$ cat config.mk
export PLATFORM = sky130hd
export DESIGN_NAME = cv32e40p_encoder_ham
export DESIGN_NICKNAME = d
export VERILOG_FILES = /design/src/rtl/cv32e40p_encoder_ham.sv
export SDC_FILE = /design/constraint.sdc
export NUM_CORES = 1
export LEC_CHECK = 0
export CAP_MARGIN = 30
export CORE_MARGIN = 5
export CORE_UTILIZATION = 52
export DETAILED_ROUTE_END_ITERATION = 8
export PLACE_DENSITY = 0.84
export SKIP_CTS_REPAIR_TIMING = 1
export SYNTH_ARGS = -nofsm -noshare
export SYNTH_HDL_FRONTEND = slang
export SYNTH_SLANG_ARGS = --single-unit
export TNS_END_PERCENT = 5
$ cat constraint.sdc
create_clock -name clk -period 4.2 [get_ports clk]
set_clock_uncertainty 0.05 [all_clocks]
set_input_delay 0.63 -clock clk [delete_from_list [all_inputs] [get_ports clk]]
set_output_delay 0.63 -clock clk [all_outputs]
set_load 0.1 [all_outputs]
$ cat src/rtl/cv32e40p_encoder_ham.sv
// Hamming(38,32) encoder for the register-file write path, with a 2-entry output FIFO.
// Optional build macro CV32E40P_HAM_FAULT_INJ_EN adds inj_en_i/inj_pos_i for single-bit fault injection.
//
// Handshake: a transfer happens on a rising clk edge where valid and ready are both high;
// a source holds valid and its payload stable until that edge, and ready never depends
// combinationally on the same-side valid nor on the opposite port.
module cv32e40p_encoder_ham #(
  parameter int ADDR_WIDTH = 6,
  parameter int CNT_WIDTH  = 16
) (
  input  logic                  clk,
  input  logic                  rst,
  input  logic                  in_valid_i,
  output logic                  in_ready_o,
  input  logic [ADDR_WIDTH-1:0] in_addr_i,
  input  logic [31:0]           in_data_i,
  output logic                  out_valid_o,
  input  logic                  out_ready_i,
  output logic [ADDR_WIDTH-1:0] out_addr_o,
  output logic [37:0]           out_codeword_o,
  output logic [CNT_WIDTH-1:0]  enc_count_o,
  output logic                  fifo_full_o
`ifdef CV32E40P_HAM_FAULT_INJ_EN
  ,
  input  logic                  inj_en_i,
  input  logic [5:0]            inj_pos_i
`endif
);

  // Data lands on non-power-of-two positions; parity k covers positions with bit k set.
  function automatic logic [37:0] ham_encode(input logic [31:0] d);
    logic [37:0] cw;
    logic [5:0]  par;
    cw          = '0;
    cw[2]       = d[0];
    cw[6:4]     = d[3:1];
    cw[14:8]    = d[10:4];
    cw[30:16]   = d[25:11];
    cw[37:32]   = d[31:26];
    par         = '0;
    for (int k = 0; k < 6; k++) begin
      for (int i = 0; i < 38; i++) begin
        if (((i + 1) & (1 << k)) != 0) par[k] = par[k] ^ cw[i];
      end
    end
    cw[0]  = par[0];
    cw[1]  = par[1];
    cw[3]  = par[2];
    cw[7]  = par[3];
    cw[15] = par[4];
    cw[31] = par[5];
    return cw;
  endfunction

  logic [37:0]           enc_cw;
  logic [37:0]           inj_mask;
  logic                  push;
  logic                  pop;

  logic [37:0]           mem_cw   [2];
  logic [ADDR_WIDTH-1:0] mem_addr [2];
  logic                  wr_ptr;
  logic                  rd_ptr;
  logic [1:0]            count;
  logic [CNT_WIDTH-1:0]  enc_cnt;

`ifdef CV32E40P_HAM_FAULT_INJ_EN
  always_comb begin
    inj_mask = '0;
    if (inj_en_i && (inj_pos_i <= 6'd37)) inj_mask = 38'd1 << inj_pos_i;
  end
`else
  assign inj_mask = '0;
`endif

  assign enc_cw = ham_encode(in_data_i) ^ inj_mask;

  assign in_ready_o     = (count != 2'd2);
  assign fifo_full_o    = (count == 2'd2);
  assign out_valid_o    = (count != 2'd0);
  assign push           = in_valid_i && in_ready_o;
  assign pop            = out_valid_o && out_ready_i;
  assign out_codeword_o = mem_cw[rd_ptr];
  assign out_addr_o     = mem_addr[rd_ptr];
  assign enc_count_o    = enc_cnt;

  // Popped slots are cleared so the head reads as zero whenever the FIFO is empty.
  always_ff @(posedge clk) begin
    if (rst) begin
      mem_cw[0]   <= '0;
      mem_cw[1]   <= '0;
      mem_addr[0] <= '0;
      mem_addr[1] <= '0;
      wr_ptr      <= 1'b0;
      rd_ptr      <= 1'b0;
      count       <= 2'd0;
      enc_cnt     <= '0;
    end else begin
      if (pop) begin
        mem_cw[rd_ptr]   <= '0;
        mem_addr[rd_ptr] <= '0;
        rd_ptr           <= ~rd_ptr;
      end
      if (push) begin
        mem_cw[wr_ptr]   <= enc_cw;
        mem_addr[wr_ptr] <= in_addr_i;
        wr_ptr           <= ~wr_ptr;
        enc_cnt          <= enc_cnt + 1'b1;
      end
      case ({push, pop})
        2'b10:   count <= count + 2'd1;
        2'b01:   count <= count - 2'd1;
        default: count <= count;
      endcase
    end
  end

endmodule

Word-level counts from Yosys, hierarchy flattened
Memory sizes are Yosys's and may differ from the RTL's. A register that Yosys moved wholly into a read port is not among the register bits.
Cells that the tools add are included.

cells by class
  reductions and logical operators = 8
  $mul = 0
  shift-type cells = 0
  equality and inequality tests = 4
  magnitude comparators = 0
  divide/modulo/power cells = 0
  muxes and demuxes = 25
  $add $sub $neg = 3
  bitwise operators = 86

operators with widths
  kind                     number
  $xor A1 B1 Y1            84
  $mux W38                 2
  $reduce_or A38 Y1        2
  $mux W1                  20
  $add A16 B1 Y16 const B  1
  $mux W6                  2
  $reduce_or A6 Y1         2
  $eq A2 B2 Y1 const B     2
  $pmux W2 S2              1
  $reduce_bool A2 Y1       2
  $add A2 B1 Y2 const B    1
  $eq A2 B1 Y1 const B     1
  $logic_and A1 B1 Y1      2
  $ne A2 B2 Y1 const B     1
  $not A1 Y1               2
  $sub A2 B1 Y2 const B    1

word-level totals
  output and inout port bits = 63
  memories kept = 2
  bits in registers = 20
  logic and storage cells = 132
  latch bits = 0
  ROM bits = 0
  memory bits (writable) = 88
  input bits = 42

memories
  name      depth  width  rd ports  clocked after Yosys merged registers in  write ports  line  text
  mem_cw    2      38     1         1                                        2            60    logic [37:0] mem_cw [2];
  mem_addr  2      6      1         1                                        2            61    logic [ADDR_WIDTH-1:0] mem_addr [2];

Logic depth before layout (Yosys ltp)
Gate-level depths: netlist of run 1.

  word-level depth = 18
  depth in mapped cells = 7
  mapped depth without buffers = 7

Worst setup path before layout of run 1
No wires, ideal clock.

  path kind = in2reg
  from = input in_valid_i
  to = memory mem_addr[0][0], enable pin
  data required time = 3.685 ns
  data arrival time = 3.312 ns
  stages on the path = 3
  setup slack = 0.373 ns
  setup time = 0.465 ns
  path buffers = 1
  cell sequence = buf_2 > nand2_1 > o221ai_1

RTL lines
  element      line  text
  from (decl)  13    input logic in_valid_i,
  to (decl)    61

==> results of run 1 <==
[sequential cells by signal, indices dropped and copies added (netlist names), named ones only]
name         cells
count            2
enc_count_o     16
mem_addr        12
mem_cw          76
rd_ptr           1
wr_ptr           1
[layout make-up]
class,instances,area (um2),share of cell area
clock inverter,6,68.8,0.0101
clock buffer,10,128,0.0188
sequential,109,3060,0.451
multi-input combinational,273,2250,0.331
inverter,4,15.0,0.00221
timing repair buffer,111,1110,0.163
tap,136,170,0.0250
[path summary, 6_finish.rpt]
check	slack [ps]	end	startpoint
worst max-delay path	870	out_addr_o[4]	flip-flop
worst min-delay path	460	count[1]	count[1]
worst min register to register	460	count[1]	count[1]
worst max register to register	1800	mem_cw[0][15]	count[0]
[Yosys cell counts, drive strengths merged, types with 7 or more instances]
library cell and count:
a21oi 12, and2 78, clkbuf 13, dfxtp 21
edfxtp 88, mux2 44, nand2 16, nor2 16
or3 7, xnor2 34, xnor3 8, xor2 12
[worst max-delay path, cell delays in order, from the launching register on]
cell and delay (ps):
dfxtp_2 690, buf_12 240, mux2_2 360, clkdlybuf4s50_1 970
[power by group]
part / leakage [nW] / internal [mW] / total, mW / switching (mW)
clock network: 0.0973 / 0.281 / 0.631 / 0.351
registers: 1.11 / 1.43 / 1.54 / 0.116
logic: 1.35 / 0.768 / 2.73 / 1.96
[stage by stage]
stage               instances  utilization  total power [mW]  instance area, um2  setup slack [ps]
floorplan                 405            -              3.70                5390               373
global placement          633        0.645              4.27                6600              1150
detailed placement        633        0.645              4.31                6600              1030
CTS                       649        0.665              4.93                6800               839
global route              649        0.665              5.08                6800               774
finish                    649        0.665              4.90                6800               872
[metal layers]
layer  global-route usage  vias up  share of wire  wire, um
li1                     -     1635              -         -
met1                0.241     1673           0.43      4800
met2                0.311      101           0.50      5570
met3               0.0402       13          0.055       612
met4               0.0470        0          0.013       150
met5                    0        -              0         0
[kinds of logic after synthesis]
logic type,Yosys count,synth area share
xor gates and xnor gates,58,0.129
DFF,109,0.569
muxes,50,0.103
AOI/OAI and AO/OA,23,0.0239
and+or+nand+nor,140,0.153
buffers and inverters,23,0.0177
adders and majority gates,2,0.00465
==> impl_metrics.ini, run 1 <==
[timing]
whs_ps = 459
period_minus_slack_ps = 3330
final_max_slew_viol_count = 0
timing.fmax_mhz = 300
rsz0062_at_grt = no
relSlewSlack = 0.334
fin_crit_sh = 0.792
setup_violations = 0
finalSetupTns_ps = 0
tightest_slew_ps = 996
hold_violations = 0

[logic_synthesis]
yosys_warnings = 0
async_flop_share = 0
yosysUniqueCellTypes = 33
synth-main-ff-cell = edfxtp_1
synth_edf_count = 88
yosysSeqAreaShare = 0.569
synthCells = 405
yosysTopAreaCellShare = 0.491
ys_ff_latch = 109
synth_nets = 449
synth_area_leaders = edfxtp_1 (49%), mux2_2 (9.2%), and2_1 (9.1%)
yosys.area.top_type = edfxtp_1
syn-cell-area_um2 = 5390
syn_avg_cell_area_um2 = 13.3

[power]
cellLeakagePower_nw = 2.56
irDropWorstVdd_mv = 0.482
powerDensity_nw_per_um2 = 721

[floorplanning]
die_h_um = 112
initial_core_util = 0.526
die-area_um2 = 12500
ios = 105
coreArea_um2 = 10200
fp.dieW_um = 112
rows = 37

[cells_and_area]
syn_to_final_growth_pct = 26.3
drive_gt1_frac = 0.146
diodes = 0
final_common_cell = clkdlybuf4s50_1
nets = 552
final_cell_mix = clkdlybuf4s50_1 (104), edfxtp_1 (88), and2_1 (78), mux2_2 (44), xnor2_1 (32)
fill_cells = 721

[clock_tree]
clk_pin_slew_ps = 100
clock_sinks = 109
tritoncts = built
cts_inserted_buffers = 9
insertion_delay_ps = 360
htree_levels = 3
clockBufferDepth = 2
clock-root-buffer = clkbuf_8

[placement]
gp_congestion = 0.807
place.detailed.hpwl_um = 8070
portBuffers = 104

[global_route]
grt_use_total = 0.184
grt_pass1_vias = 3611
grt_pass1_wl_um = 18500
grt_overflow_total = 0
grt_max_degree = 28
antenna_found_initial = 0

[worst_setup_path]
worstPathArrival_ps = 2650
endpoint_kind = output pin
critical_path.max_fanout = 24
critPathLaunchType = flip-flop
crit_type = flip-flop to output pin
r2r_cells = 4
worstPathRequired_ps = 3520

[run]
cap_violations = 0

[worst_hold_path]
hold_depth = 2
hold_path_class = flip-flop to flip-flop

[detailed_routing]
avgViaCountPerCell = 5.27
wl_per_cell_um = 17.2
dr.pass1.iters = 5
antenna_left = 0
drc = 0
drtIter0Drc = 164
finalWirelength_um = 11100
vias = 3422

[status]
outcome = finished clean
(Power assumes the default switching activity.)
==> run 2: changes to the inputs <==
- CORE_UTILIZATION: 52 -> 47
- PLACE_DENSITY: 0.84 -> 0.8
- clock period: 4.2 -> 2.9 ns (I/O delays scaled with it)
==> run 2 against run 1 <==
Compared with the run above:
- hold slack worse by 7.2 ps
- non-clock buffer count up 2
- combinational power up 45%
- largest cell class unchanged
- critical path depth unchanged
- critical path type unchanged
- sequential share of layout area down 0.075 points
- die area up 9.7%
- clock power up 89%
- cell area up 0.17%
==> impl_metrics.ini, run 2 (synthesis gave the netlist of run 1 again) <==
[timing]
rsz0062_at_grt = no
setup_violations = 0
finalSetupTns_ps = 0
period_minus_slack_ps = 2230
tightest_slew_ps = 538
fin_crit_sh = 0.769
timing.fmax_mhz = 448
hold_violations = 0
relSlewSlack = 0.639
whs_ps = 452
final_max_slew_viol_count = 0

[status]
outcome = finished clean

[placement]
placed_area_um2 = 6520
place.detailed.hpwl_um = 8010
gp_congestion = 0.792
portBuffers = 104

[cells_and_area]
nets = 554
diodes = 0
top_register = mem_cw
final_common_cell = edfxtp_1
syn_to_final_growth_pct = 26.5
final_cell_mix = edfxtp_1 (88), and2_1 (78), buf_4 (67), mux2_2 (44), clkdlybuf4s50_1 (41)
largest_reg_flops = 76
drive_gt1_frac = 0.274
stdcell_area_um2 = 6810
fill_cells = 902

[detailed_routing]
antenna_left = 0
dr.pass1.iters = 4
vias = 3376
drtIter0Drc = 139
finalWirelength_um = 11400
avgViaCountPerCell = 5.13
wl_per_cell_um = 17.3
drc = 0

[floorplanning]
ios = 105
coreArea_um2 = 11300
die_h_um = 117
initial_core_util = 0.476
rows = 39
die-area_um2 = 13700
fp.dieW_um = 117

[worst_setup_path]
cp_num_cells = 3
worstPathArrival_ps = 1740
cp-endpoint = out_codeword_o[7]
critPathLaunchType = flip-flop
crit_type = flip-flop to output pin
critical_path.max_fanout = 35
cp_slowest_stage_delay_ps = 490
rr_startpoint = count[0]
critPathSlowestCell = dfxtp_2
worstPathRequired_ps = 2410
crit_chain = buf_12 > mux2_2 > buf_4
endpoint_kind = output pin
r2r_cells = 4
r2r_end = mem_cw[0][26]
cp_num_buf_inv = 2
regToRegSetupSlack_ps = 840
crit_family = buffers and inverters

[clock_tree]
clk_pin_slew_ps = 70
insertion_delay_ps = 340
clockBufferDepth = 2
htree_levels = 3
clock-root-buffer = clkbuf_16
cts_inserted_buffers = 9
tritoncts = built
clock_sinks = 109

[global_route]
grt_max_degree = 36
grt_pass1_wl_um = 17800
grt_use_total = 0.172
grt_overflow_total = 0
antenna_found_initial = 0
grt_pass1_vias = 3568

[power]
cellLeakagePower_nw = 2.74
irDropWorstVdd_mv = 0.647
powerDensity_nw_per_um2 = 1080

[run]
cap_violations = 0

[worst_hold_path]
hold_path_class = flip-flop to flip-flop
## run 2: how the worst min path moves through the flow
stage | from | to | slack [ps] | depth (start not counted)
2_1_floorplan | count[1] | count[1] | 410 | 2
3_3_place_gp | enc_count_o[15] | enc_count_o[15] | 420 | 2
3_5_place_dp | enc_count_o[15] | enc_count_o[15] | 440 | 2
4_1_cts | count[1] | count[1] | 450 | 2
5_1_grt | enc_count_o[10] | enc_count_o[10] | 480 | 2
6_report | enc_count_o[15] | enc_count_o[15] | 450 | 2
## run 2: per-layer routing
| layer | global-route usage | vias up | share of wire |
|---|---|---|---|
| met5 | 0 | - | 0 |
| li1 | - | 1640 | - |
| met3 | 0.0463 | 5 | 0.074 |
| met2 | 0.303 | 95 | 0.51 |
| met4 | 0.0505 | 0 | 0.0070 |
| met1 | 0.207 | 1636 | 0.40 |
## run 2: final cells by class
type | instances | area [um2] | share of cell area
tap | 143 | 179 | 0.0263
inverter | 4 | 15.0 | 0.00220
timing repair buffer | 113 | 1010 | 0.149
sequential | 109 | 3060 | 0.450
clock buffer | 10 | 250 | 0.0367
clock inverter | 6 | 41.3 | 0.00606
multi-input combinational | 273 | 2250 | 0.330
## run 2: power by group
group	internal, mW	switching, mW	total [mW]	leakage, nW
registers	2.06	0.123	2.19	1.11
clock network	0.638	0.548	1.19	0.148
logic	1.04	2.91	3.95	1.48
## run 2: per-stage QoR
| step | instances | worst slack, ps | power (mW) | utilization |
|---|---|---|---|---|
| after floorplan | 405 | 101 | 5.36 | - |
| final | 658 | 670 | 7.33 | 0.602 |
| after detailed placement | 642 | 471 | 6.21 | 0.576 |
| after CTS | 658 | 640 | 7.40 | 0.602 |
| after global placement | 642 | 523 | 6.17 | 0.576 |
| after global routing | 658 | 610 | 7.61 | 0.602 |
## run 2: worst min-delay path, stage by stage (launching register included)
cell and delay (ps):
dfxtp_1 330, o31ai_1 70, a21oi_1 60
